===== src/rtl/vfd_grid_capture.sv =====
`default_nettype none
// ============================================================================
// Module   : vfd_grid_capture
// Purpose  : Rebuilds a stable per-grid frame buffer from the multiplexed VFD
//            grid strobes and segment drives produced by the MCU output ports.
//            A row is only rewritten once its strobe and segment pattern have
//            held unchanged for SETTLE clocks, so transient port states that
//            appear between successive port-write instructions never reach
//            the frame buffer.
// Revision : 1.0 - initial release
// ----------------------------------------------------------------------------
// Parameters
//   NGRID   number of grid strobes (one frame-buffer row per grid)
//   NSEG    segment bits per row
//   SETTLE  clocks grid/segments must stay unchanged before a row latch (>=1)
//   DECAY   clocks without refresh before a row blanks (VFD_DECAY_EN only)
// Ports
//   clk      in   system clock (same as MCU clock)
//   reset    in   synchronous, active-high
//   grid_in  in   [NGRID] grid strobes, active-high
//   seg_in   in   [NSEG]  segment drives, active-high
//   rd_row   in   [RW]    row select for read-out
//   rd_data  out  [NSEG]  frame-buffer row[rd_row], combinational, 0 if out of range
//   row_lit  out  [NGRID] bit n set when row n holds non-zero segments
//   upd      out  one-clock pulse, one clock after any row write/blank
//   upd_row  out  [RW]    lowest row index touched in the reported cycle
// Configuration
//   VFD_DECAY_EN  when defined, every row blanks after DECAY clocks without
//                 a rewrite; otherwise rows hold until rewritten or reset.
// ============================================================================
module vfd_grid_capture #(
    parameter int NGRID  = 8,
    parameter int NSEG   = 19,
    parameter int SETTLE = 16,
`ifdef VFD_DECAY_EN
    parameter int DECAY  = 65535,
`endif
    localparam int RW    = (NGRID > 1) ? $clog2(NGRID) : 1
) (
    input  logic             clk,
    input  logic             reset,
    input  logic [NGRID-1:0] grid_in,
    input  logic [NSEG-1:0]  seg_in,
    input  logic [RW-1:0]    rd_row,
    output logic [NSEG-1:0]  rd_data,
    output logic [NGRID-1:0] row_lit,
    output logic             upd,
    output logic [RW-1:0]    upd_row
);

    localparam int            CW       = $clog2(SETTLE + 1);
    localparam logic [CW-1:0] c_SETTLE = CW'(SETTLE);

    typedef enum logic [1:0] {
        S_IDLE   = 2'd0,
        S_SETTLE = 2'd1,
        S_LATCH  = 2'd2,
        S_HOLD   = 2'd3
    } state_t;

    state_t                  r_state;
    logic [NGRID-1:0]        r_grid_q;
    logic [NSEG-1:0]         r_seg_q;
    logic [CW-1:0]           r_scnt;
    logic                    r_evt_any;
    logic [RW-1:0]           r_evt_row;

    logic                    w_change;
    logic [CW-1:0]           w_scnt_next;
    logic [NGRID-1:0]        w_wr_en;
    logic [NGRID-1:0]        w_evt;
    logic [RW-1:0]           w_low;
    logic [NGRID-1:0][NSEG-1:0] w_rows;

    // The counter clears on the same edge the registered copy takes a new
    // value, so r_scnt is the number of clocks grid_q/seg_q have held.
    assign w_change = (grid_in != r_grid_q) || (seg_in != r_seg_q);

    always_comb begin
        w_scnt_next = r_scnt;
        if (w_change) begin
            w_scnt_next = '0;
        end else if (r_scnt != c_SETTLE) begin
            w_scnt_next = r_scnt + 1'b1;
        end
    end

    assign w_wr_en = (r_state == S_LATCH) ? r_grid_q : '0;

    // Lowest index among rows written or blanked this clock.
    always_comb begin
        w_low = '0;
        for (int i = NGRID - 1; i >= 0; i--) begin
            if (w_evt[i]) begin
                w_low = RW'(i);
            end
        end
    end

    // ------------------------------------------------------------------------
    // Input registers, stability counter, control FSM, update pulse
    // ------------------------------------------------------------------------
    always_ff @(posedge clk) begin
        if (reset) begin
            r_grid_q  <= '0;
            r_seg_q   <= '0;
            r_scnt    <= '0;
            r_state   <= S_IDLE;
            r_evt_any <= 1'b0;
            r_evt_row <= '0;
            upd       <= 1'b0;
            upd_row   <= '0;
        end else begin
            r_grid_q  <= grid_in;
            r_seg_q   <= seg_in;
            r_scnt    <= w_scnt_next;

            // Row events are staged once so upd lands one clock after the write.
            r_evt_any <= |w_evt;
            r_evt_row <= w_low;
            upd       <= r_evt_any;
            if (r_evt_any) begin
                upd_row <= r_evt_row;
            end

            case (r_state)
                S_IDLE: begin
                    if (r_grid_q != '0) begin
                        r_state <= S_SETTLE;
                    end
                end
                S_SETTLE: begin
                    if (r_grid_q == '0) begin
                        r_state <= S_IDLE;
                    end else if (w_scnt_next == c_SETTLE) begin
                        r_state <= S_LATCH;
                    end
                end
                S_LATCH: begin
                    r_state <= S_HOLD;
                end
                S_HOLD: begin
                    // A zero counter in HOLD means the inputs just moved.
                    if (r_grid_q == '0) begin
                        r_state <= S_IDLE;
                    end else if (r_scnt == '0) begin
                        r_state <= S_SETTLE;
                    end
                end
                default: begin
                    r_state <= S_IDLE;
                end
            endcase
        end
    end

    // ------------------------------------------------------------------------
    // Frame-buffer rows
    // ------------------------------------------------------------------------
    for (genvar n = 0; n < NGRID; n++) begin : g_row
        logic [NSEG-1:0] r_row;

`ifdef VFD_DECAY_EN
        localparam int            DW      = $clog2(DECAY + 1);
        localparam logic [DW-1:0] c_DECAY = DW'(DECAY);

        logic [DW-1:0] r_dcnt;
        logic          w_decay_hit;

        // Counter steps 1 -> 0 on this clock: the row blanks now.
        assign w_decay_hit = (r_dcnt == DW'(1));

        always_ff @(posedge clk) begin
            if (reset) begin
                r_row  <= '0;
                r_dcnt <= '0;
            end else if (w_wr_en[n]) begin
                // A fresh write takes priority over a coincident decay.
                r_row  <= r_seg_q;
                r_dcnt <= c_DECAY;
            end else begin
                if (r_dcnt != '0) begin
                    r_dcnt <= r_dcnt - 1'b1;
                end
                if (w_decay_hit) begin
                    r_row <= '0;
                end
            end
        end

        assign w_evt[n] = w_wr_en[n] | w_decay_hit;
`else
        always_ff @(posedge clk) begin
            if (reset) begin
                r_row <= '0;
            end else if (w_wr_en[n]) begin
                r_row <= r_seg_q;
            end
        end

        assign w_evt[n] = w_wr_en[n];
`endif

        assign w_rows[n]  = r_row;
        assign row_lit[n] = |r_row;
    end

    // Asynchronous read; rows beyond NGRID read as zero.
    always_comb begin
        rd_data = '0;
        if (int'(rd_row) < NGRID) begin
            rd_data = w_rows[rd_row];
        end
    end

endmodule
`default_nettype wire


===== config.mk =====
export PLATFORM = sky130hd
export DESIGN_NAME = vfd_grid_capture
export DESIGN_NICKNAME = d
export VERILOG_FILES = /design/src/rtl/vfd_grid_capture.sv
export SDC_FILE = /design/constraint.sdc
export NUM_CORES = 1
export LEC_CHECK = 0
export CAP_MARGIN = 30
export CORE_MARGIN = 2
export CORE_UTILIZATION = 62
export DETAILED_ROUTE_END_ITERATION = 8
export HOLD_SLACK_MARGIN = 0.1
export PLACE_DENSITY = 0.86
export SLEW_MARGIN = 20
export SYNTH_ARGS = -nofsm -noshare
export SYNTH_HDL_FRONTEND = slang
export SYNTH_SLANG_ARGS = --single-unit
export TNS_END_PERCENT = 30

===== constraint.sdc =====
create_clock -name clk -period 4.28 [get_ports clk]
set_input_delay 1.07 -clock clk [delete_from_list [all_inputs] [get_ports clk]]
set_output_delay 1.07 -clock clk [all_outputs]
set_load 0.02 [all_outputs]

== Yosys cells after proc, flatten, opt, wreduce, memory -nomap -nowiden ==
Cells that the tools add are included.

* Word-level logic and storage cells: 66
* Output and inout port bits: 31
* Flip-flop bits (word level): 194

* Order comparisons: 1
* Reduce and logical (&&, ||, !) cells: 18
* Add/subtract/negate cells: 1
* Mux-type cells: 18
* Equality and inequality tests: 10

{| class="wikitable"
|+ Operators with widths
! kind !! count
|-
| 19-bit OR reduction || 8
|-
| 19-bit binary-select mux with 3-bit select || 1
|-
| 19-bit 2-to-1 mux || 1
|-
| 19-bit != test || 1
|-
| 2-bit 2-to-1 mux || 7
|-
| 3-bit 2-to-1 mux || 4
|-
| 5-bit 2-to-1 mux || 2
|-
| 8-bit logical NOT || 1
|-
| 8-bit 2-to-1 mux || 1
|-
| 8-bit != test || 1
|-
| 2-bit one-hot mux with 4 select lines || 1
|-
| 8-bit nonzero test || 1
|-
| 8-bit OR reduction || 1
|-
| 3-bit != test (second input constant) || 2
|-
| 5-bit by 1-bit adder with 5-bit output (second input constant) || 1
|-
| 5-bit == test (second input constant) || 1
|-
| 5-bit logical NOT || 1
|-
| 5-bit != test (second input constant) || 1
|-
| 5-bit OR reduction || 1
|-
| 2-bit == test (second input constant) || 2
|-
| 3-bit by 4-bit less-than comparator with 1-bit output (second input constant) || 1
|-
| 3-bit AND reduction || 1
|-
| 3-bit OR reduction || 1
|-
| 2-bit by 1-bit == test with 1-bit output (second input constant) || 1
|-
| other kinds (5) || 5
|}

== Depth between registers and ports, before layout ==
* Word-level depth: 9
* Gate-level depth with buffers: 7
* Mapped depth without buffers: 7

== Worst setup path before layout ==
OpenSTA, ideal clock, no wires.

* Kind: input-to-output
* Start: input port rd_row[0]
* End: output port rd_data[10]
* Data arrival time: 2267 ps
* Path slack: 943 ps
* Buffers on the path: 2
* Stages on the path: 4
* Cell sequence: buf_4 buf_6 mux4_2 mux2_2

* Cells in the longest elaborated chain, start to end: 2

{| class="wikitable"
|+ Ends and longest elaborated chain
! item !! RTL line !! source
|-
| from (decl) || 44 || <nowiki>input logic [RW-1:0] rd_row,</nowiki>
|-
| 19-bit binary-select mux with 3-bit select || 212 || <nowiki>rd_data = w_rows[rd_row];</nowiki>
|-
| 19-bit 2-to-1 mux (implied by the code) || 212 ||
|-
| to (decl) || 45 || <nowiki>output logic [NSEG-1:0] rd_data,</nowiki>
|}

Every way passes these cells. The select of a mux whose other input is x is not followed.

== Worst setup path after layout ==
* Start: input port rd_row[0]
* End: output port rd_data[17]

The elaborated chain is that of the path after synthesis.

==> key figures <==
Critical path
  – Worst Path Required: about 3.2 ns
  – R2r setup slk: 2.02 ns
  – WP data arrival: 2.97 ns
  – Setup crit end kind: primary output
  – Crit path kind: in2out
  – FF-to-FF path depth: 5
  – Critical Path Source Type: input port
  – Max FO, Critical Path: 26
  – Reg-to-reg endpoint: r_evt_row[0]

Layout
  – Fin nets: 1018
  – Antenna Cells: 0
  – Area growth syn-to-layout: 12.63%
  – Share of layout cells above drive strength 1: 0.1083
  – Commonest non-fill, non-tap cells in the layout: nand2_1, dfxtp_1, a21oi_1, clkdlybuf4s50_1, mux4_2
  – Cell area after layout: 9711 sq um
  – Most common cell after layout, fill and taps aside: nand2_1
  – Final core utilization: 0.7078

Logic synthesis
  – Main synth FF type: dfxtp_1
  – Mapped Nets: just over 1k
  – Yosys warning count: 0
  – Synth top area cells: dfxtp_1, nand2_1, mux4_2, a21oi_1, nor4_1
  – #FFs+latches synth: between 150 and 200
  – Mapped Area: 8622 sq um
  – Cells after synthesis: around 1000
  – Synth unique cells: 48
  – Post-synth EDFFs: 0
  – Mean Syn Cell Area: about 8.8 sq um
  – Top cell type's share of synthesized area: 0.4504
  – Post-synth ARST share: 0
  – Cell taking the most area after synthesis: dfxtp_1
  – Seq/Total Area, Yosys: 0.4504

Placement
  – DP Area: 9123 sq um
  – Routability cong.: around 1.0
  – Detailed placement HPWL: roughly 16000 microns
  – PortBufs: 62

CTS
  – # resized after CTS: 0
  – Clock tree from TritonCTS: yes
  – Post-CTS Hold Buffers: 0
  – Clock root buffer master: clkbuf_16
  – Htree depth: 4
  – Clock Latency Late Sink: 0.44 ns
  – Clk buf depth: 2
  – Post-CTS Setup Bufs: 0
  – CTS clock-pin slew for the worst setup and hold paths: 0.07 ns
  – Total CTS buffers: 17
  – Clock tree sinks: ~190

Drt
  – DRC viols: 0
  – Drt first pass iters: 6
  – Final wirelength: around 24000 microns
  – Initial DRC count: about 1.1k
  – Post-route ant nets: 0
  – DR vias: between 7k and 8k
  – Via-to-Cell Ratio: approximately 6.4
  – Routed wire per std cell: approximately 20 microns

STA
  – RSZ-0062 raised after global routing: false
  – Slew headroom: 0.2694
  – Crit path time final: 4.036 ns
  – Post-route setup TNS: 0 ns
  – Period utilization: 0.9429
  – Setup violations, final: 0
  – Setup Skew: 0.006807 ns
  – Hold_ws: around 0.47 ns
  – Fmax: around 250 MHz
  – Worst Tran Pin Value: between 1 and 1.5 ns
  – Max-slew violations: 0
  – Final Hold Viols: 0

GRT
  – First-pass GRT wire length: 37360 microns
  – Grt total ovfl: 0
  – Vias in the first global route: between 7k and 8k
  – Antenna violations before repair: 0
  – All-Layer GR Usage: 0.3276
  – Largest net degree at the start of global routing: 96

Die
  – # rows: between 40 and 50
  – DIE HEIGHT: between 100 and 150 microns
  – Core ar.: around 14000 sq um
  – Die Wd: 121.9 microns
  – Initial core utilization: 0.6285
  – I/O pins: 63
  – Die area: approximately 15000 sq um

Flow run
  – Max_cap viols: 0

Power
  – Lkg Pwr: 3.269 nW
  – VDD IR max: ~0.26 mV
  – Total power: between 3 and 4 mW
  – Pwr Density: between 300 and 400 nW/um^2

Min path
  – Worst hold-check path type: reg2reg
  – Hold Crit Depth: 2
  – WHS Endpoint: g_row[4].r_row[15]
  – Hold path start: g_row[4].r_row[15]

Run status
  – Outcome: finished, final reports clean
-- worst max-delay path by stage --
stage               cells after the start  startpoint          end
detailed placement                      5   rd_row[0]   rd_data[4]
CTS                                     5   rd_row[0]   rd_data[4]
global placement                        5   rd_row[0]  rd_data[17]
floorplan                               4   rd_row[0]  rd_data[10]
finish                                  5   rd_row[0]  rd_data[17]
global route                            5   rd_row[0]  rd_data[17]
-- cell type report --
cell class	instances	area [sq um]
inverters	3	11.26
multi-input cells	698	4304
well taps	180	225.2
repair buffers	70	713.2
clock inverters	9	95.09
fillers	956	4009
clock buffers	23	478.0
flip-flops and latches	194	3884
-- report_power, final --
| group | internal [mW] | total (mW) | switching, mW |
|---|---|---|---|
| combinational | 0.0777 | 0.156 | 0.0783 |
| clock | 0.856 | 1.55 | 0.692 |
| sequential | 1.82 | 1.86 | 0.0409 |
| total | 2.75 | 3.56 | 0.811 |
-- per-layer routing --
layer	GRT usage	wire [microns]	vias to the layer above
met5	0	0	-
met3	0.07022	2776	91
li1	-	-	3360
met4	0.1739	1052	0
met1	0.4398	8777	3495
met2	0.4986	10900	562
-- flip-flops by register name (all words and copies together), names as in the netlist, 3 cells and up, named ones only --
register / count
r_evt_row: 3
g_row.r_row: 152
r_grid_q: 8
r_scnt: 5
r_seg_q: 19
upd_row: 3
-- cell usage after synthesis (2+ instances only) --
master / n
clkbuf_1: 33
buf_2: 39
mux4_2: 38
a21oi_1: 154
buf_6: 6
mux2i_1: 4
mux2_2: 19
buf_4: 3
and2_1: 9
nor2_1: 9
inv_1: 3
dfxtp_1: 194
a211oi_1: 2
nand2_1: 316
xnor2_1: 23
nand4_1: 15
nor2b_1: 29
nor4_1: 35
nor3_1: 2
ha_1: 2
nand3_1: 3
nor3b_2: 2
or4_1: 8
xor2_1: 5
-- stage by stage --
stage / setup WS, ns / cells
after floorplan: 0.9427 / 977
after global placement: 0.3038 / 1144
after detailed placement: 0.2475 / 1144
after CTS: 0.2405 / 1176
after global routing: 0.1827 / 1177
final: 0.2443 / 1177
-- critical path: stages --
cell             delay [ns]
buf_2                  0.24
buf_12                 0.25
mux4_2                 0.54
mux2_2                 0.31
clkdlybuf4s50_1        0.54
-- cells by family after synthesis --
group	share of synthesized area
adder cells (fa/ha/maj)	0.002902
AO/OA/AOI/OAI	0.09868
XOR/XNOR	0.03352
flip-flops	0.4504
AND/OR/NAND/NOR	0.2354
buffers and inverters	0.05035
multiplexers	0.1287
Note: power is estimated with default switching activity, not from simulation.
